## src/rtl/ni_inject_fifo.sv

```systemverilog
// Network-interface injection FIFO: absorbs a non-stallable flit stream from the
// dataout buffer and presents it first-word-fall-through to the router with a
// valid/ready handshake. Keeps saturating drop/sent/source-error statistics.
// DEPTH must be a power of two and at least 2 so the pointers wrap naturally.
module ni_inject_fifo #(
    parameter int unsigned DW      = 20,
    parameter int unsigned DEPTH   = 8,
    parameter logic [3:0]  NODE_ID = 4'd0,
    parameter int unsigned CW      = 8
) (
    input  logic                     clk,
    input  logic                     rst,
    input  logic [DW-1:0]            in_data,
    input  logic                     in_valid,
    output logic [DW-1:0]            flit_out,
    output logic                     flit_valid,
    input  logic                     flit_ready,
    output logic                     full,
    output logic                     empty,
    output logic [$clog2(DEPTH):0]   level,
    output logic [CW-1:0]            drop_cnt,
    output logic [CW-1:0]            sent_cnt,
    output logic [CW-1:0]            src_err_cnt
);

    localparam int unsigned AW = $clog2(DEPTH);
    localparam logic [AW:0] FULL_LEVEL = DEPTH[AW:0];
    localparam logic [CW-1:0] CNT_MAX = '1;

    logic [DW-1:0] mem [DEPTH];

    logic [AW-1:0] rd_ptr_q, rd_ptr_d;
    logic [AW-1:0] wr_ptr_q, wr_ptr_d;
    logic [AW:0]   level_q, level_d;
    logic [CW-1:0] drop_q, drop_d;
    logic [CW-1:0] sent_q, sent_d;
    logic [CW-1:0] err_q, err_d;

    logic push, pop, src_mismatch;

    // Handshake decode; a pop frees a slot in the same cycle so a full FIFO can still accept.
    always_comb begin
        empty        = (level_q == '0);
        full         = (level_q == FULL_LEVEL);
        flit_valid   = !empty;
        pop          = flit_valid & flit_ready;
        push         = in_valid & (!full | pop);
        src_mismatch = (in_data[15:12] != NODE_ID);
    end

    // Head-of-queue output; forced to zero when empty so reset shows a clean bus.
    always_comb begin
        flit_out = empty ? '0 : mem[rd_ptr_q];
    end

    // Next-state for pointers and occupancy.
    always_comb begin
        rd_ptr_d = rd_ptr_q;
        wr_ptr_d = wr_ptr_q;
        level_d  = level_q;
        if (push) wr_ptr_d = wr_ptr_q + AW'(1);
        if (pop)  rd_ptr_d = rd_ptr_q + AW'(1);
        case ({push, pop})
            2'b10:   level_d = level_q + (AW + 1)'(1);
            2'b01:   level_d = level_q - (AW + 1)'(1);
            default: level_d = level_q;
        endcase
    end

    // Next-state for the saturating statistics counters.
    always_comb begin
        drop_d = drop_q;
        sent_d = sent_q;
        err_d  = err_q;
        if (in_valid && !push && drop_q != CNT_MAX) drop_d = drop_q + CW'(1);
        if (pop && sent_q != CNT_MAX)               sent_d = sent_q + CW'(1);
        if (push && src_mismatch && err_q != CNT_MAX) err_d = err_q + CW'(1);
    end

    // Control and statistics state; reset discards any stored flits.
    always_ff @(posedge clk or negedge rst) begin
        if (!rst) begin
            rd_ptr_q <= '0;
            wr_ptr_q <= '0;
            level_q  <= '0;
            drop_q   <= '0;
            sent_q   <= '0;
            err_q    <= '0;
        end else begin
            rd_ptr_q <= rd_ptr_d;
            wr_ptr_q <= wr_ptr_d;
            level_q  <= level_d;
            drop_q   <= drop_d;
            sent_q   <= sent_d;
            err_q    <= err_d;
        end
    end

    // Flit storage; contents are don't-care after reset so no reset is applied.
    always_ff @(posedge clk) begin
        if (push) mem[wr_ptr_q] <= in_data;
    end

    assign level       = level_q;
    assign drop_cnt    = drop_q;
    assign sent_cnt    = sent_q;
    assign src_err_cnt = err_q;

endmodule
```

## config.mk

```make
export PLATFORM = sky130hd
export DESIGN_NAME = ni_inject_fifo
export DESIGN_NICKNAME = d
export VERILOG_FILES = /design/src/rtl/ni_inject_fifo.sv
export SDC_FILE = /design/constraint.sdc
export NUM_CORES = 1
export LEC_CHECK = 0
export ABC_CLOCK_PERIOD_IN_PS = 7500
export BUFFER_PORTS_ARGS = -buffer_cell sky130_fd_sc_hd__buf_2
export CAP_MARGIN = 20
export CORE_ASPECT_RATIO = 1.2
export CORE_MARGIN = 2
export CORE_UTILIZATION = 35
export DETAILED_ROUTE_END_ITERATION = 10
export REMOVE_ABC_BUFFERS = 1
export SLEW_MARGIN = 30
export SYNTH_ARGS = -nofsm -noshare
export SYNTH_HDL_FRONTEND = slang
export SYNTH_SLANG_ARGS = --single-unit
export TNS_END_PERCENT = 1
```

## constraint.sdc

```tcl
create_clock -name clk -period 7.5 [get_ports clk]
set_clock_uncertainty 0.05 [all_clocks]
set_input_delay 0 -clock clk [delete_from_list [all_inputs] [get_ports clk]]
set_output_delay 0 -clock clk [all_outputs]
set_load 0.03 [all_outputs]
```

==> qor.txt, run 1 <==
Critical R2R Launch = level[3]
Final Core Density = 42.6%
Final wirelength = 15800 um
Via density = 5.12
Crit Reg-Reg Endpoint = level[3]
Num CTS Buffers = 17
Initial DRC Count = 247
Antenna-violating nets left = 0
GR Overflow Total = 0
Die Height = 170 um
Clk Latency, worst-skew pair = 430 ps
Max Cap Viol = 0
Critical-path cell list = o41ai_2 -> nor2_1 -> ha_1 -> a211oi_1 -> nor2_1 -> or4_1 -> nand4_1
Initial antenna violation count = 0
Cell Area, Synth = 8000 um2
Sequential share of the synthesized area = 70.7%
Area occupied by multi-input gates = 2260 um2
Tmin final = 2770 ps
Power per Cell Area = 402 nW/um2
RD Place Congestion = 0.811
Setup violators final = 0
Post-synth ARST share = 17.5%
Mean Syn Cell Area = 17.6 um2
Clock-pin transition on the worst setup and hold timing paths = 80 ps
RSZ-0062 raised after global routing = false
Pre-CTS WS = 4740 ps
Worst R2R Path Depth = 7
Ant diodes = 0
Yosys warnings = 0
Crit path max-delay family = compound AO/OA/AOI/OAI gates
CP bufs+invs = 0
Min setup slack post-route = 4730 ps
GRT Overall Usage = 13.5%
Leading area contributor after synthesis = edfxtp_1
Starting Density = 35.6%
Synth Instances = 455
Period utilisation layout = 36.9%
Critical Path End Type = flip-flop
Max incr delay on CP = 640 ps
Global-route wire length before repair = 24700 um
Routed len/inst = 18.5 um
Largest net degree at the start of global routing = 43
Worst EP arrival = 3080 ps
Yosys top cell area share = 60.1%
Max Clock Freq = 361 MHz
Hold Path Class = in2async
Fill cells = 2017
Critical Path Source Type = flip-flop
Vias in the first global route = 4517
Final nets = 593
Core area = 22400 um2
Worst path slowest cell = o41ai_2
Die area = 24100 um2
PortBufs = 74
Number of I/O pins = 75
Max VDD drop = 0.255 mV
DIE WIDTH = 142 um
R2r setup slk = 4730 ps
Max-slew violation count = 0
Share of cells above drive strength 1 = 30.7%
CTS tree = yes
Area delta synth->final = 19.7%
Sink Count = 194
Crit Path Max Fanout = 11
Placement Rows = 60
Bufs on Longest Clock Path = 2
Sequential Area = 5660 um2
Yosys reg bits = 194
Via count = 4368
CTS Root Cell = clkbuf_16
Synth Flop Type = edfxtp_1
Netlist cell types = 51
Status = finished, final reports clean
Pre-Repair DR Iteration Count = 4
Lkg Pwr = 0.00346 uW
Htree depth = 4
Main area contributors after synthesis = edfxtp_1, mux4_2, dfrtp_1, mux2i_1, nor2_1
Relative max-transition margin = 44.0%
TNS Setup = 0 ps
Residual DRC = 0
Classification of the worst setup path = reg2reg
EDFF count, synth = 160
Placed wire-length estimate = 9780 um
Most used cell, CP = nor2_1
CP Data Required Time = 7810 ps
Fin. Hold Viols = 0
Worst slew pin tran = 840 ps
PostCTS Resize Cnt = 0
==> state kept, by name, indices dropped and copies added (netlist names) <==
register     cells
sent_cnt         8
level            4
src_err_cnt      8
drop_cnt         8
mem            160
rd_ptr_q         3
wr_ptr_q         3
==> how the worst max path moves through the flow <==
stage | startpoint | end | slack (ps) | cells past startpoint
floorplan | level[1] | mem[0][0] | 4090 | 4
global placement | level[3] | level[3] | 4870 | 7
detailed placement | level[3] | level[3] | 4740 | 7
CTS | level[3] | level[3] | 4720 | 7
global route | level[3] | level[3] | 4590 | 7
finish | level[3] | level[3] | 4730 | 7
==> metrics by stage <==
stage	total power (uW)	hold slack [ps]	area, um2	cells
after floorplan	2550	-346	7910	434
after global placement	2960	75.2	8750	798
after detailed placement	3000	86.5	8750	798
after CTS	3900	158	9570	853
after global routing	4060	182	9570	853
final	3850	129	9570	853
==> cell type report <==
| class | instances | area share, % |
|---|---|---|
| Sequential cell | 194 | 59.1 |
| Tap cell | 279 | 3.65 |
| Inverter | 7 | 0.275 |
| Clock buffer | 17 | 4.44 |
| Multi-Input combinational cell | 233 | 23.6 |
| Timing Repair Buffer | 108 | 7.14 |
| Clock inverter | 15 | 1.76 |
==> layout by cell type (no fill, tap or decap), types with 6 or more instances in the layout <==
cell type,n
nand3_1,12
xnor2_1,10
ha_1,7
mux4_2,40
clkbuf_16,17
buf_2,74
inv_1,6
edfxtp_1,160
mux2i_1,22
nor2_1,32
a21oi_1,9
nand4_1,6
buf_4,11
dfrtp_1,33
nand2_1,24
dlygate4sd3_1,23
==> per-layer routing <==
metal	wire (um)	share of wire (%)	up-vias	global-route usage, %
li1	-	-	2006	-
met1	6860	44	2247	16.3
met2	8100	51	99	23.8
met3	632	4.0	16	3.75
met4	175	1.1	0	3.87
met5	0	0	-	0
==> cells by family after synthesis <==
| kind of cell | share of synthesized area (%) |
|---|---|
| AOI/OAI and AO/OA | 2.97 |
| and+or+nand+nor | 6.57 |
| buffers and inverters | 1.44 |
| adders and majority gates | 1.35 |
| xor gates and xnor gates | 1.64 |
| DFF | 70.7 |
| muxes | 15.3 |
==> power breakdown <==
part / leakage, uW / internal (uW) / total, uW / switching (uW)
sequential: 0.00188 / 1370 / 1500 / 131
combinational: 0.00130 / 544 / 1450 / 905
clock: 0.000287 / 475 / 897 / 422
==> what timing repair did <==
item,CTS,global route
endpoints found under the setup margin,0,0
hold endpoints to repair,200,0
setup buffers,0,0
hold buffers,23,0
==> synth_stat cells (2+ instances only) <==
| master | count |
|---|---|
| nand4_1 | 6 |
| nand2_1 | 24 |
| dfrtp_1 | 34 |
| nand2b_1 | 5 |
| nor2_1 | 35 |
| mux2i_1 | 22 |
| edfxtp_1 | 160 |
| and3_1 | 3 |
| mux2_2 | 3 |
| and4_1 | 3 |
| buf_1 | 5 |
| ha_1 | 7 |
| xnor2_1 | 10 |
| or3_1 | 2 |
| mux2_1 | 5 |
| xor2_1 | 5 |
| a31oi_1 | 2 |
| buf_2 | 8 |
| o21ai_0 | 5 |
| mux4_2 | 40 |
| a41oi_1 | 2 |
| nand3_1 | 12 |
| o21a_1 | 2 |
| a21oi_1 | 9 |
| clkbuf_1 | 8 |
| nor3_1 | 6 |
| inv_1 | 6 |
| or4_1 | 3 |
(Power assumes the default switching activity.)
==> inputs of run 2 (changes only) <==
Settings changed: ABC_CLOCK_PERIOD_IN_PS 7500 to 2700.
Clock period 7.5 ns to 2.7 ns, I/O delays scaled along.
==> run 2 against run 1 <==
  * Sequential cell count unchanged
  * Sequential share of layout area down 0.61 points
  * Global-route usage increased by 0.58 points
  * First-iteration DRC count grew 4.9%
  * Core utilization grew 0.45 points
==> qor.txt, run 2 (synthesized netlist as in run 1, its figures left out) <==
DIE WIDTH = 142 um (unchanged)
Global-route wire length before repair = 25400 um (was 24700 um)
Critical Path End Type = primary output (was flip-flop)
Top routing layer in use = met4 (unchanged)
Ant diodes = 0 (unchanged)
Fin. Hold Viols = 0 (unchanged)
GRT Overall Usage = 14.1% (was 13.5%)
Inst Count DP = 808 (was 798)
Bufs on Longest Clock Path = 2 (unchanged)
Power per Cell Area = 1120 nW/um2 (was 402 nW/um2)
Via density = 5.15 (was 5.12)
Setup violators final = 0 (unchanged)
Period utilisation layout = 92.4%
Most frequent cells in the layout = edfxtp_1, buf_2, mux4_2 (unchanged)
Number of I/O pins = 75 (unchanged)
Max Cap Viol = 0 (unchanged)
Classification of the worst setup path = reg2out (was reg2reg)
Crit Path Max Fanout = 22 (was 11)
Relative max-transition margin = 46.2% (was 44.0%)
Core area = 22400 um2 (unchanged)
Vias in the first global route = 4655 (was 4517)
Met1 WL = 6940 um (was 6860 um)
Clk Latency, worst-skew pair = 420 ps (was 430 ps)
Max-slew violation count = 0 (unchanged)
Met2 wire length = 8340 um (was 8100 um)
Antenna-violating nets left = 0 (unchanged)
Final nets = 603 (was 593)
Starting Density = 35.6% (unchanged)
Commonest non-fill, non-tap cell in the layout = edfxtp_1 (unchanged)
Lkg Pwr = 0.00352 uW (was 0.00346 uW)
GR Overflow Total = 0 (unchanged)
Clock-pin transition on the worst setup and hold timing paths = 70 ps (was 80 ps)
Non-filler instance count after layout = 862 (was 853)
CP Data Required Time = 2650 ps (was 7810 ps)
Die area = 24100 um2 (unchanged)
Critical Path Source Type = flip-flop (unchanged)
Pre-Repair DR Iteration Count = 5 (was 4)
Num CTS Buffers = 17 (unchanged)
PostCTS Resize Cnt = 0 (unchanged)
Status = finished, final reports clean (unchanged)
Initial antenna violation count = 0 (unchanged)
Max VDD drop = 0.616 mV (was 0.255 mV)
Htree depth = 4 (unchanged)
Die Height = 170 um (unchanged)
Tmin final = 2490 ps
Max reg flops = 160 (unchanged)
Detail Route met3 WL = 630 um (was 632 um)
Via count = 4439 (was 4368)
CTS tree = yes (unchanged)
Largest net degree at the start of global routing = 41 (was 43)
Max Clock Freq = 401 MHz
Routed len/inst = 18.6 um (was 18.5 um)
Reg with most FFs = mem (unchanged)
Hold Path Class = in2async (unchanged)
Area delta synth->final = 20.9% (was 19.7%)
CTS Root Cell = clkbuf_16 (unchanged)
Worst slew pin tran = 807 ps (was 840 ps)
Share of cells above drive strength 1 = 31.7% (was 30.7%)
Residual DRC = 0 (unchanged)
RD Place Congestion = 0.758 (was 0.811)
Placed wire-length estimate = 10100 um (was 9780 um)
PortBufs = 74 (unchanged)
Power Total = 10800 uW (was 3850 uW)
Initial DRC Count = 259 (was 247)
RSZ-0062 raised after global routing = false (unchanged)
Final wirelength = 16100 um (was 15800 um)
Placement Rows = 60 (unchanged)
Sink Count = 194 (unchanged)
Final Core Density = 43.1% (was 42.6%)
Worst EP arrival = 2440 ps (was 3080 ps)
-- run 2: changes by cell type in the layout (fill, tap and decap cells not counted) --
cell | before | now
clkinv_2 | 1 | 0
buf_4 | 11 | 17
clkinv_4 | 1 | 2
inv_6 | 2 | 5
inv_8 | 5 | 3
clkinv_8 | 2 | 0
buf_12 | 0 | 4
-- run 2: worst max-delay path, cell delays in order (launching register included) --
cell     delay [ps]
dfrtp_1         410
buf_4           180
or4_1           600
inv_2           450
nor2_1          160
buf_2           210
-- run 2: what timing repair did --
action	in CTS	in global routing
endpoints found under the hold margin	198	0
hold buffers	23	0
buffers inserted	0	0
-- run 2: power breakdown --
group	internal [uW]	leakage, uW	switching, uW	total [uW]
Clock	1300	0.000275	1140	2440
Sequential	3810	0.00188	411	4220
Combinational	1640	0.00137	2500	4130
Total	6750	0.00352	4050	10800
-- run 2: routing by layer --
layer | vias to the layer above | global-route usage [%]
li1 | 2027 | -
met1 | 2295 | 17.5
met2 | 106 | 24.5
met3 | 11 | 3.27
met4 | 0 | 4.30
met5 | - | 0
-- run 2: layout make-up --
class / instances / area, um2
inverter: 7 / 26.3
multi-input combinational: 233 / 2260
clock buffer: 17 / 425
fill: 2016 / 12800
sequential: 194 / 5660
clock inverter: 14 / 144
timing repair buffer: 118 / 808
tap: 279 / 349
-- run 2: path summary, 6_finish.rpt --
kind,to,slack (ps),from,cells past startpoint
worst max-delay path,flit_out[13],210,level[3],5
worst min-delay path,src_err_cnt[5],150,rst,2
worst max register to register,level[3],250,level[2],7
worst min register to register,drop_cnt[6],470,drop_cnt[6],1
max in group asynchronous,rd_ptr_q[0],1890,rst,2
min in group clk,mem[6][2],340,in_data[2],2
-- run 2: per-stage QoR --
step	TNS [ps]	setup slack [ps]	cell area [um2]	hold WS, ps
finish	0	206	9670	146
global placement	0	342	8870	81.6
CTS	0	161	9670	156
global route	0	8.86	9670	189
floorplan	-33490	-708	7910	-346
detailed placement	0	283	8870	83.3
